$ cat src/rtl/chip8_sequencer_if.sv
// Memory read bus and execution-unit handshake for chip8_sequencer.
// master: sequencer side (drives mem_addr/mem_rd/exec_start/exec_code).
interface chip8_sequencer_if;
  logic [11:0] mem_addr;
  logic        mem_rd;
  logic [7:0]  mem_rdata;
  logic        mem_rvalid;
  logic        exec_start;
  logic [4:0]  exec_code;
  logic        exec_done;
  logic        skip_true;

  modport master (
    output mem_addr, mem_rd, exec_start, exec_code,
    input  mem_rdata, mem_rvalid, exec_done, skip_true
  );

  modport slave (
    input  mem_addr, mem_rd, exec_start, exec_code,
    output mem_rdata, mem_rvalid, exec_done, skip_true
  );
endinterface

$ cat src/rtl/chip8_sequencer.sv
// CHIP-8 fetch/dispatch sequencer: byte-wise big-endian fetch, control
// flow (JMP/CALL/RET/skips), PC and call stack; other ops go to exec unit.
// Ports: clk, rst (sync, active-high), bus (chip8_sequencer_if.master:
// mem read bus + exec start/done), instruction, decode_in, addr_in,
// pc, fault. Optional macro CHIP8_STACK_CHECK_EN enables stack
// over/underflow detection and the FAULT state.
module chip8_sequencer #(
  parameter logic [11:0] PC_RESET    = 12'h200,
  parameter int          STACK_DEPTH = 16
) (
  input  logic                    clk,
  input  logic                    rst,
  chip8_sequencer_if.master       bus,
  output logic [15:0]             instruction,
  input  logic [4:0]              decode_in,
  input  logic [11:0]             addr_in,
  output logic [11:0]             pc,
  output logic                    fault
);

  localparam int IW = (STACK_DEPTH > 1) ? $clog2(STACK_DEPTH) : 1;
`ifdef CHIP8_STACK_CHECK_EN
  // One extra bit so a full stack (sp == STACK_DEPTH) is representable.
  localparam int SW = IW + 1;
`else
  // sp wraps modulo STACK_DEPTH naturally.
  localparam int SW = IW;
`endif

  localparam logic [4:0] OP_NONE     = 5'd0;
  localparam logic [4:0] OP_RET      = 5'd2;
  localparam logic [4:0] OP_JMP      = 5'd3;
  localparam logic [4:0] OP_CALL     = 5'd4;
  localparam logic [4:0] OP_SE_VAL   = 5'd5;
  localparam logic [4:0] OP_SNE_VAL  = 5'd6;
  localparam logic [4:0] OP_SE_VXVY  = 5'd7;
  localparam logic [4:0] OP_SNE_VXVY = 5'd19;

  typedef enum logic [2:0] {
    FETCH_HI,
    WAIT_HI,
    FETCH_LO,
    WAIT_LO,
    DEC,
    DISPATCH,
    EXEC_WAIT,
    FAULT
  } state_e;

  state_e        state_q, state_d;
  logic [11:0]   pc_q, pc_d;
  logic [SW-1:0] sp_q, sp_d;
  logic [15:0]   instr_q, instr_d;
  logic [4:0]    exec_code_q, exec_code_d;
  logic [11:0]   stack_q [STACK_DEPTH];

  logic          push_en;
  logic [IW-1:0] push_idx;
  logic [IW-1:0] pop_idx;
  logic          call_ok;
  logic          ret_ok;
  logic          is_ctrl;
  logic          is_skip;

  assign push_idx = sp_q[IW-1:0];
  assign pop_idx  = sp_q[IW-1:0] - IW'(1);

`ifdef CHIP8_STACK_CHECK_EN
  assign call_ok = (sp_q != SW'(STACK_DEPTH));
  assign ret_ok  = (sp_q != '0);
`else
  assign call_ok = 1'b1;
  assign ret_ok  = 1'b1;
`endif

  assign is_ctrl = decode_in inside {OP_NONE, OP_RET, OP_JMP, OP_CALL};
  assign is_skip = exec_code_q inside
    {OP_SE_VAL, OP_SNE_VAL, OP_SE_VXVY, OP_SNE_VXVY};

  // State register
  always_ff @(posedge clk) begin
    if (rst) begin
      state_q     <= FETCH_HI;
      pc_q        <= PC_RESET;
      sp_q        <= '0;
      instr_q     <= '0;
      exec_code_q <= '0;
    end else begin
      state_q     <= state_d;
      pc_q        <= pc_d;
      sp_q        <= sp_d;
      instr_q     <= instr_d;
      exec_code_q <= exec_code_d;
    end
  end

  // Stack contents are deliberately not reset.
  always_ff @(posedge clk) begin
    if (push_en && !rst) begin
      stack_q[push_idx] <= pc_q + 12'd2;
    end
  end

  // Next-state logic
  always_comb begin
    state_d     = state_q;
    pc_d        = pc_q;
    sp_d        = sp_q;
    instr_d     = instr_q;
    exec_code_d = exec_code_q;
    push_en     = 1'b0;
    unique case (state_q)
      FETCH_HI: state_d = WAIT_HI;
      WAIT_HI: begin
        if (bus.mem_rvalid) begin
          instr_d[15:8] = bus.mem_rdata;
          state_d       = FETCH_LO;
        end
      end
      FETCH_LO: state_d = WAIT_LO;
      WAIT_LO: begin
        if (bus.mem_rvalid) begin
          instr_d[7:0] = bus.mem_rdata;
          state_d      = DEC;
        end
      end
      DEC: state_d = DISPATCH;
      DISPATCH: begin
        state_d = FETCH_HI;
        case (decode_in)
          OP_JMP: pc_d = addr_in;
          OP_CALL: begin
            if (call_ok) begin
              push_en = 1'b1;
              sp_d    = sp_q + SW'(1);
              pc_d    = addr_in;
            end else begin
              state_d = FAULT;
            end
          end
          OP_RET: begin
            if (ret_ok) begin
              sp_d = sp_q - SW'(1);
              pc_d = stack_q[pop_idx];
            end else begin
              state_d = FAULT;
            end
          end
          OP_NONE: pc_d = pc_q + 12'd2;
          default: begin
            exec_code_d = decode_in;
            state_d     = EXEC_WAIT;
          end
        endcase
      end
      EXEC_WAIT: begin
        if (bus.exec_done) begin
          state_d = FETCH_HI;
          if (is_skip && bus.skip_true) begin
            pc_d = pc_q + 12'd4;
          end else begin
            pc_d = pc_q + 12'd2;
          end
        end
      end
      FAULT: state_d = FAULT;
      default: state_d = FETCH_HI;
    endcase
  end

  // Output logic; strobes are held low while rst is asserted.
  always_comb begin
    bus.mem_rd     = 1'b0;
    bus.mem_addr   = '0;
    bus.exec_start = 1'b0;
    if (!rst) begin
      unique case (state_q)
        FETCH_HI: begin
          bus.mem_rd   = 1'b1;
          bus.mem_addr = pc_q;
        end
        FETCH_LO: begin
          bus.mem_rd   = 1'b1;
          bus.mem_addr = pc_q + 12'd1;
        end
        DISPATCH: bus.exec_start = !is_ctrl;
        default: ;
      endcase
    end
`ifdef CHIP8_STACK_CHECK_EN
    fault = (state_q == FAULT);
`else
    fault = 1'b0;
`endif
  end

  assign bus.exec_code = exec_code_q;
  assign instruction   = instr_q;
  assign pc            = pc_q;

endmodule

$ cat src/flat_wrapper.sv
// flat-port wrapper written by rule: the top's interface ports become plain ports
module chip8_sequencer_flat 
#(
  parameter logic [11:0] PC_RESET    = 12'h200,
  parameter int          STACK_DEPTH = 16
)
  (clk, rst, instruction, decode_in, addr_in, pc, fault, bus_mem_addr, bus_mem_rd, bus_exec_start, bus_exec_code, bus_mem_rdata, bus_mem_rvalid, bus_exec_done, bus_skip_true);
  chip8_sequencer_if bus_i ();
  input  logic clk;
  input  logic rst;
  output logic [15:0] instruction;
  input  logic [4:0] decode_in;
  input  logic [11:0] addr_in;
  output logic [11:0] pc;
  output logic fault;
  output wire logic [$bits(bus_i.mem_addr)-1:0] bus_mem_addr;
  output wire logic [$bits(bus_i.mem_rd)-1:0] bus_mem_rd;
  output wire logic [$bits(bus_i.exec_start)-1:0] bus_exec_start;
  output wire logic [$bits(bus_i.exec_code)-1:0] bus_exec_code;
  input wire logic [$bits(bus_i.mem_rdata)-1:0] bus_mem_rdata;
  input wire logic [$bits(bus_i.mem_rvalid)-1:0] bus_mem_rvalid;
  input wire logic [$bits(bus_i.exec_done)-1:0] bus_exec_done;
  input wire logic [$bits(bus_i.skip_true)-1:0] bus_skip_true;
  assign bus_mem_addr = bus_i.mem_addr;
  assign bus_mem_rd = bus_i.mem_rd;
  assign bus_exec_start = bus_i.exec_start;
  assign bus_exec_code = bus_i.exec_code;
  assign bus_i.mem_rdata = bus_mem_rdata;
  assign bus_i.mem_rvalid = bus_mem_rvalid;
  assign bus_i.exec_done = bus_exec_done;
  assign bus_i.skip_true = bus_skip_true;
  chip8_sequencer #(.PC_RESET(PC_RESET), .STACK_DEPTH(STACK_DEPTH)) u_core (.clk(clk), .rst(rst), .bus(bus_i), .instruction(instruction), .decode_in(decode_in), .addr_in(addr_in), .pc(pc), .fault(fault));
endmodule
$ cat config.mk
export PLATFORM = sky130hd
export DESIGN_NAME = chip8_sequencer_flat
export DESIGN_NICKNAME = d
export VERILOG_FILES = /design/src/rtl/chip8_sequencer_if.sv /design/src/rtl/chip8_sequencer.sv /design/src/flat_wrapper.sv
export SDC_FILE = /design/constraint.sdc
export NUM_CORES = 1
export LEC_CHECK = 0
export ABC_AREA = 1
export BUFFER_PORTS_ARGS = -buffer_cell sky130_fd_sc_hd__buf_2
export CORE_ASPECT_RATIO = 1.1
export CORE_MARGIN = 2
export CORE_UTILIZATION = 65
export DETAILED_ROUTE_END_ITERATION = 10
export PLACE_DENSITY = 0.87
export SYNTH_ARGS = -nofsm -noshare
export SYNTH_HDL_FRONTEND = slang
export SYNTH_SLANG_ARGS = --single-unit
$ cat constraint.sdc
create_clock -name clk -period 4.6 [get_ports clk]
set_clock_uncertainty 0.15 [all_clocks]
set_input_delay 0.46 -clock clk [delete_from_list [all_inputs] [get_ports clk]]
set_output_delay 0.46 -clock clk [all_outputs]
set_load 0.02 [all_outputs]
* Word level (Yosys, flattened, before mapping)
Memory sizes are Yosys's and may differ from the RTL's.
Cells that the tools add are included.
W data, S select, Z words.
** Operators by class
- Shift-type cells :: 0
- Add/sub/neg operators :: 5
- Eq/ne operators :: 18
- Reductions and logical operators :: 19
- Bitwise logic cells :: 1
- Multiply operators :: 0
- Div/mod/pow operators :: 0
- Mux-type cells :: 20
- Order comparisons :: 0
** Operators by type and width (number)
- $pmux W12 S2 :: 2
- $mux W12 :: 3
- $pmux W12 S3 :: 1
- $pmux W3 S8 :: 1
- $eq A5 B3 Y1 const B :: 4
- $add A12 B1 Y12 const B :: 1
- $add A12 B2 Y12 const B :: 1
- $add A12 B3 Y12 const B :: 1
- $eq A3 B3 Y1 const B :: 4
- $mux W3 :: 4
- $eq A5 B2 Y1 const B :: 2
- $mux W1 :: 8
- $pmux W4 S2 :: 1
- $reduce_and A2 Y1 :: 4
- $reduce_bool A4 Y1 :: 2
- $eq A3 B2 Y1 const B :: 2
- $ne A2 B2 Y1 const B :: 3
- $reduce_and A3 Y1 :: 2
- $eq A5 B5 Y1 const B :: 1
- $logic_not A5 Y1 :: 1
- $add A4 B1 Y4 const B :: 1
- $ne A4 B2 Y1 const B :: 1
- $reduce_bool A2 Y1 :: 2
- $reduce_or A2 Y1 :: 2
- other kinds (7) :: 9
** Storage, ports and cells
- Memory bits (writable) :: 192
- Output and inout bits :: 48
- Memory bits (read-only) :: 0
- Bits of input ports :: 30
- Register bits after elaboration :: 40
- Memories :: 1
- Latch bits :: 0
- Word-level logic and storage cells :: 70
** Memory list
- u_core.stack_q :: depth 16, bits a word 12, read ports 1, clocked after memory_dff 0, wr ports 1, line chip8_sequencer.sv:55 : logic [11:0] stack_q [STACK_DEPTH];

* Depth between registers and ports, before layout
Gate-level depths: netlist of the first run.
- Depth in word-level cells :: 6
- Gate-level depth with buffers :: 17
- Mapped depth without buffers :: 13

* Worst setup path before layout of the first run
OpenSTA, ideal clock, no wires.
- Path type :: flip-flop to output port
- From :: register u_core.pc_q[1], in the netlist u_core.pc[1]
- To :: output bus_mem_addr[3]
- Path slack :: 2.043 ns
- Arrival time :: 1.947 ns
- Path buffers :: 0
- Cell stages (with the launch flop) :: 5
- Data required time :: 3.990 ns
- Cells stage by stage :: dfxtp_1 -> ha_1 -> xor2_1 -> a32oi_1 -> nor2_1
** Between the ends
- Cells in the longest elaborated chain, start to end :: 3
** RTL lines
- start: declaration :: line chip8_sequencer.sv:51 : logic [11:0] pc_q, pc_d;
- start signal: assignment :: line chip8_sequencer.sv:90 : pc_q <= pc_d;
- $add A12 B1 Y12 :: line chip8_sequencer.sv:184 : bus.mem_addr = pc_q + 12'd1;
- $pmux W12 S2 :: line chip8_sequencer.sv:177 : unique case (state_q)
- $mux W12 :: line chip8_sequencer.sv:176 : if (!rst) begin
- end: declaration :: line flat_wrapper.sv:16 : output wire logic [$bits(bus_i.mem_addr)-1:0] bus_mem_addr;
Every way passes these cells.

* Worst setup path after layout of the first run
- From :: register u_core.pc_q[2], in the netlist u_core.pc[2]
- To :: output bus_mem_addr[9]
The elaborated chain is that of the path after synthesis.

==> results of run 1 <==
-- cell usage after synthesis, types with 2 or more instances --
master	n	area, um^2
a211oi_1	2	15.01
a21oi_1	55	275.3
a21oi_2	3	26.28
a22oi_1	2	15.01
buf_1	4	15.01
buf_2	18	90.09
buf_4	16	120.1
buf_6	4	45.04
clkbuf_1	11	41.29
dfxtp_1	40	800.8
edfxtp_1	192	5766
ha_1	7	87.58
inv_1	48	180.2
inv_2	7	26.28
nand2_1	342	1284
nand2_2	5	31.28
nand2_4	2	22.52
nand3_1	161	805.8
nand3_2	2	20.02
nand4_1	9	56.30
nor2_1	78	292.8
nor2_2	2	12.51
nor2_4	6	67.56
nor3_1	2	10.01
nor3_2	2	20.02
o21ai_0	44	220.2
o21ai_1	4	20.02
xor2_1	14	122.6
-- critical path: stages (launching register included) --
cell	delay (ps)
dfxtp_1	570
ha_1	310
inv_1	70
nor2_2	210
nand2_1	80
nand2_1	60
nand2_1	60
inv_1	510
o21ai_0	200
a21oi_1	160
buf_2	180
-- cells by family (layout without fill, tap and decap cells) --
family                     Yosys count  after routing  synth area share [%]
DFF                                232            232                 61.63
buffers and inverters              109            176                 4.897
other                                1              1               0.03519
xor gates and xnor gates            17             17                 1.538
AOI/OAI and AO/OA                  118            118                 5.965
adders and majority gates            7              7                0.8219
and+or+nand+nor                    615            615                 25.12
-- metrics by stage --
stage | std cells | worst slack (ps) | util, % | power [uW] | hold slack [ps]
final | 1370 | 1076 | 72.36 | 4191 | 80.55
after global routing | 1370 | 876.7 | 72.36 | 4301 | 87.33
after floorplan | 1099 | 2043 | - | 2472 | 390.7
after CTS | 1370 | 1165 | 72.32 | 4191 | 74.74
after global placement | 1332 | 1693 | 68.24 | 2542 | 297.2
after detailed placement | 1332 | 1596 | 68.24 | 2546 | 306.7
-- worst paths after layout --
kind	startpoint	end	slack, ps	cells after the start
max	u_core.pc[2]	bus_mem_addr[9]	1080	10
min reg2reg	u_core.instruction[5]	u_core.instruction[5]	310	2
min	bus_mem_rdata[3]	u_core.instruction[11]	80	3
max reg2reg	u_core.push_idx[0]	u_core.stack_q[7][0]	1550	4
-- state kept, by name, indices dropped and copies added, names as in the netlist --
| signal | flops |
|---|---|
| u_core.stack_q | 192 |
| u_core.instruction | 16 |
| u_core.pc | 12 |
| u_core.bus.exec_code | 5 |
| u_core.push_idx | 4 |
| u_core.state_q | 3 |
-- cell usage in the layout (no fill, tap or decap), types with 3 or more instances in the layout --
| master | instances |
|---|---|
| edfxtp_1 | 192 |
| a21oi_1 | 55 |
| buf_4 | 6 |
| clkbuf_1 | 6 |
| o21ai_1 | 4 |
| a21oi_2 | 3 |
| inv_1 | 48 |
| nor2_1 | 78 |
| nand2_1 | 342 |
| buf_2 | 76 |
| clkinv_1 | 5 |
| ha_1 | 6 |
| inv_2 | 7 |
| nor2_4 | 6 |
| xor2_2 | 4 |
| dfxtp_1 | 39 |
| nand3_1 | 161 |
| nand2_2 | 5 |
| nand4_1 | 9 |
| o21ai_0 | 44 |
| xor2_1 | 11 |
| clkbuf_16 | 22 |
-- layout make-up --
cell class,count,area [um^2]
multi-input combinational,758,3592
sequential,232,6570
clock buffer,28,573.1
inverter,56,210.2
clock inverter,10,86.33
fill,1136,4473
tap,204,255.2
timing repair buffer,82,425.4
-- power groups by stage --
stage / Sequential (uW) / Clock [uW] / Combinational, uW
finish: 2300 / 1680 / 210
detailed placement: 2340 / 0 / 205
global route: 2300 / 1780 / 228
floorplan: 2350 / 0 / 120
CTS: 2300 / 1690 / 207
global placement: 2340 / 0 / 202
-- metal layers --
layer,vias to the layer above,wire [um],track usage [%]
met2,558,12780,48.73
met4,0,1287,14.05
li1,3846,-,-
met5,-,0,0
met1,3891,9641,39.95
met3,105,2760,4.721
==> metrics.cfg, run 1 <==
[critical_path]
worstPathRequired_ps=3990
cp-start-kind=flip-flop
path_class=flip-flop to output port
end_kind=output port
worstPathArrival_ps=2910
path_max_fanout=18

[synth]
synth_edf_count=192
async_flop_share_pct=0
synthDistinctLibCells=45
syn_avg_cell_area_um2=9.695
yosysWarnings=0
ys_ff_latch=232
synth_nets=1136
synth.cell_area_um2=10660
synth_cells=1099
ys.flop_type=edfxtp_1
ys_seq_area_share_pct=61.63

[cts]
cts_setup_buffers=0
cts_hold_buf=0
cts_root_buffer=clkbuf_16
numCtsBuffers=22
cts.sinks=232
clkSlewWorstSetupHoldPaths_ps=60
h-tree-depth=1
cts_tree=done
clock_latency_ps=520
cts-resized-gates=0
ctsLongestPathBuffers=3

[pwr]
power_frac_comb_pct=5.0
seq_power_share_pct=54.8
switching_share_pct=21.86
p_per_area_nw_per_um2=357.8
ir_worst_vdd_v=0.0003686
internal-power_uw=3275
leakagePower_uw=0.004480
p_clk_share_pct=40.2
p_switching_uw=916.0

[flow_run]
drv_cap=0

[route]
drc_errors=0
routedWlPerCell_um=19.32
drtIter0Drc=931
dr.pass1.iters=8
final_antenna_net_count=0
via_per_inst=6.131
num_vias=8400
finalWirelength_mm=26.47

[place]
port_buffers=76
gp_congestion=0.9227
place_area_um2=11050
detailed_place_hpwl_mm=16.53

[sta]
grt_setup_unrepaired=no
setup_viol=0
period_needed_ps=3524
final.period_utilization_pct=76.60
tns_ps=0
slew_headroom_pct=20.47
slew_viol_final=0
fmax_ghz=0.2838
finalHoldViolCount=0
tightestPinTransition_ps=1189

[layout]
nets=1189
postLayoutCellArea_um2=11710
area_delta_synth_final_pct=9.923
drive_gt1_share_pct=12.86
diodes=0

[floorplanning]
die-area_um2=17430
die_h_um=138.3
fp.dieW_um=126.1
start_util_pct=65.83
std_cell_rows=49
ios=78
core_um2=16190

[grt]
antenna_found_initial=0
gr-total-overflow=0
track_usage_pct=29.96
first_global_vias=7933
grt_pass1_wl_mm=41.09
grt_max_degree=102

[status]
outcome=finished, final reports clean

[min_path]
hp-class=input pin to flip-flop

(Power assumes the default switching activity.)
==> run 2, diff against run 1 <==
Settings changed: ABC_AREA 1 to 0, CORE_UTILIZATION 65 to 54, PLACE_DENSITY 0.87 to 0.78.
Clock period 4.6 ns to 3.15 ns, I/O delays scaled along.
==> run 2 against run 1 <==
Effect of this change: synthesized area fell by 3.5%; flip-flop and latch count did not move; die area rose by 16%; critical path depth fell by 5; clock power rose by 54%; sequential power rose by 43%; hold slack got worse by 53 ps; wire length fell by 4.5%; utilization fell by 7.9 points.
==> metrics.cfg, run 2 <==
[synth]
synthDistinctLibCells=66
syn_avg_cell_area_um2=15.49
yosysWarnings=0
ys.flop_type=edfxtp_1
synth_area_leaders=edfxtp_1 (56%), dfxtp_1 (7.8%), mux4_1 (7.7%), mux4_2 (4.8%), mux2i_1 (2.6%)
synth_edf_count=192
async_flop_share_pct=0
synth_most_common_cell=edfxtp_1
post-synth-top-area-fraction_pct=56.07
ys_seq_area_share_pct=63.86
synth_nets=701
synth.largest_area_cell=edfxtp_1
synthTopCellsByCount=edfxtp_1 (192), nor2_1 (57), nand2_1 (45)
synth.cell_area_um2=10280
ys_ff_latch=232
synth_cells=664

[cts]
ctsLongestPathBuffers=3
cts_tree=done
cts_root_buffer=clkbuf_16
cts-resized-gates=0
cts_setup_buffers=0
numCtsBuffers=22
clock_latency_ps=510
cts.sinks=232
clkSlewWorstSetupHoldPaths_ps=60
h-tree-depth=1

[critical_path]
path_delay_family=simple AND/OR/NAND/NOR gates
cp-startpoint=u_core.pc[3]
worstPathRequired_ps=2680
end_kind=output port
cp_cell_sequence=ha_1 -> nand3_1 -> or3_1 -> a21oi_1 -> buf_2
cp-start-kind=flip-flop
worstPathArrival_ps=2490
path_class=flip-flop to output port
worstReg2RegStart=u_core.push_idx[1]
slowest_delay_ps=550
path_max_fanout=9
cp_num_buf_inv=1
critical-path-slowest-cell=dfxtp_1

[place]
gp_congestion=0.8966
pre_cts_slack_ps=548.8
detailed_place_hpwl_mm=16.69
port_buffers=76
dp.cells=994

[sta]
setup_ws_ps=195.0
tns_ps=0
setup_viol=0
fmax_ghz=0.3384
final.period_utilization_pct=93.81
grt_setup_unrepaired=no
period_needed_ps=2955
slew_viol_final=0
finalHoldViolCount=0
slew_headroom_pct=47.17
tightestPinTransition_ps=784.2

[flow_run]
drv_cap=0

[grt]
track_usage_pct=25.72
grt_pass1_wl_mm=38.59
gr-total-overflow=0
grt_max_degree=40
first_global_vias=6477
antenna_found_initial=0

[layout]
drive_gt1_share_pct=26.60
diodes=0
top_register=u_core.stack_q
nets=821
final_common_cell=edfxtp_1
instances_no_fill=1040
largest_reg_flops=192
area_delta_synth_final_pct=16.21
mostFrequentLayoutCells=edfxtp_1 (192), buf_2 (76), nor2_1 (57)

[route]
final_antenna_net_count=0
via_per_inst=6.263
drtIter0Drc=606
dr.pass1.iters=5
routedWlPerCell_um=24.31
num_vias=6514
drc_errors=0
finalWirelength_mm=25.28

[floorplanning]
die-area_um2=20160
std_cell_rows=52
fp.dieW_um=135.6
core_um2=18540
die_h_um=148.7
ios=78
start_util_pct=55.45

[pwr]
p_per_area_nw_per_um2=503.5
leakagePower_uw=0.004152
ir_worst_vdd_v=0.0003961

[status]
outcome=finished, final reports clean

[min_path]
worstHoldStart=decode_in[2]
hp-class=input pin to flip-flop

run 2: changes by cell type after synthesis, moves of 22 or more:
| cell | change |
|---|---|
| a21oi_1 | -23 |
| mux4_2 | +22 |
| nand2_1 | -297 |
| mux4_1 | +30 |
| mux2i_1 | +27 |
| nand3_1 | -149 |
| inv_1 | -40 |
| o21ai_0 | -27 |
run 2: cells by family after synthesis:
| kind of cell | synth area share (%) |
|---|---|
| other | 0.03647 |
| buffers and inverters | 2.823 |
| AND/OR/NAND/NOR | 8.603 |
| XOR/XNOR | 1.789 |
| AO/OA/AOI/OAI | 6.121 |
| multiplexers | 15.92 |
| adder cells (fa/ha/maj) | 0.8517 |
| flip-flops | 63.86 |
run 2: cell type report:
cell class,instances,area [um^2]
tap,243,304.0
clock buffer,24,579.3
fill,1266,6594
inverter,8,30.03
timing repair buffer,138,880.8
multi-input combinational,382,3470
sequential,232,6568
clock inverter,13,117.6
run 2: worst paths after layout:
| check | endpoint | slack, ps | cells after the start |
|---|---|---|---|
| hold reg to reg | u_core.instruction[7] | 310 | 2 |
| hold / removal | u_core.bus.exec_code[2] | 30 | 3 |
| setup / recovery | bus_mem_addr[8] | 190 | 5 |
| setup reg to reg | u_core.pc[8] | 470 | 9 |
run 2: worst min-delay path, stage by stage:
cell	delay (ps)
buf_2	150
mux2i_1	90
nor2_1	90
run 2: per-layer routing:
layer  vias up  GRT usage [%]  wire, um
li1       2848              -         -
met1      3248          34.20      9889
met2       355          43.38     12560
met3        63          3.647      1913
met4         0          9.740       918
met5         -              0         0
run 2: report_power, final:
part	leakage, uW	total, uW	switching (uW)	internal (uW)
Clock	0.000331	2580	1100	1480
Sequential	0.00208	3290	10.6	3280
Combinational	0.00174	140	81.6	58.7
Total	0.00415	6020	1190	4820
run 2: stage by stage:
step                hold slack [ps]  util (%)  total power (uW)  instance area, um^2
global placement              289.9     60.20              3485                11160
floorplan                     301.0         -              3435                10280
global route                  46.91     64.44              6169                11950
detailed placement            300.6     60.20              3489                11160
finish                        27.67     64.44              6016                11950
CTS                           13.52     64.44              6046                11950
run 2: repair_timing:
item,4_1_cts,5_1_grt
hold buffers,9,0
setup endpoints to repair,0,0
hold endpoints to repair,17,0
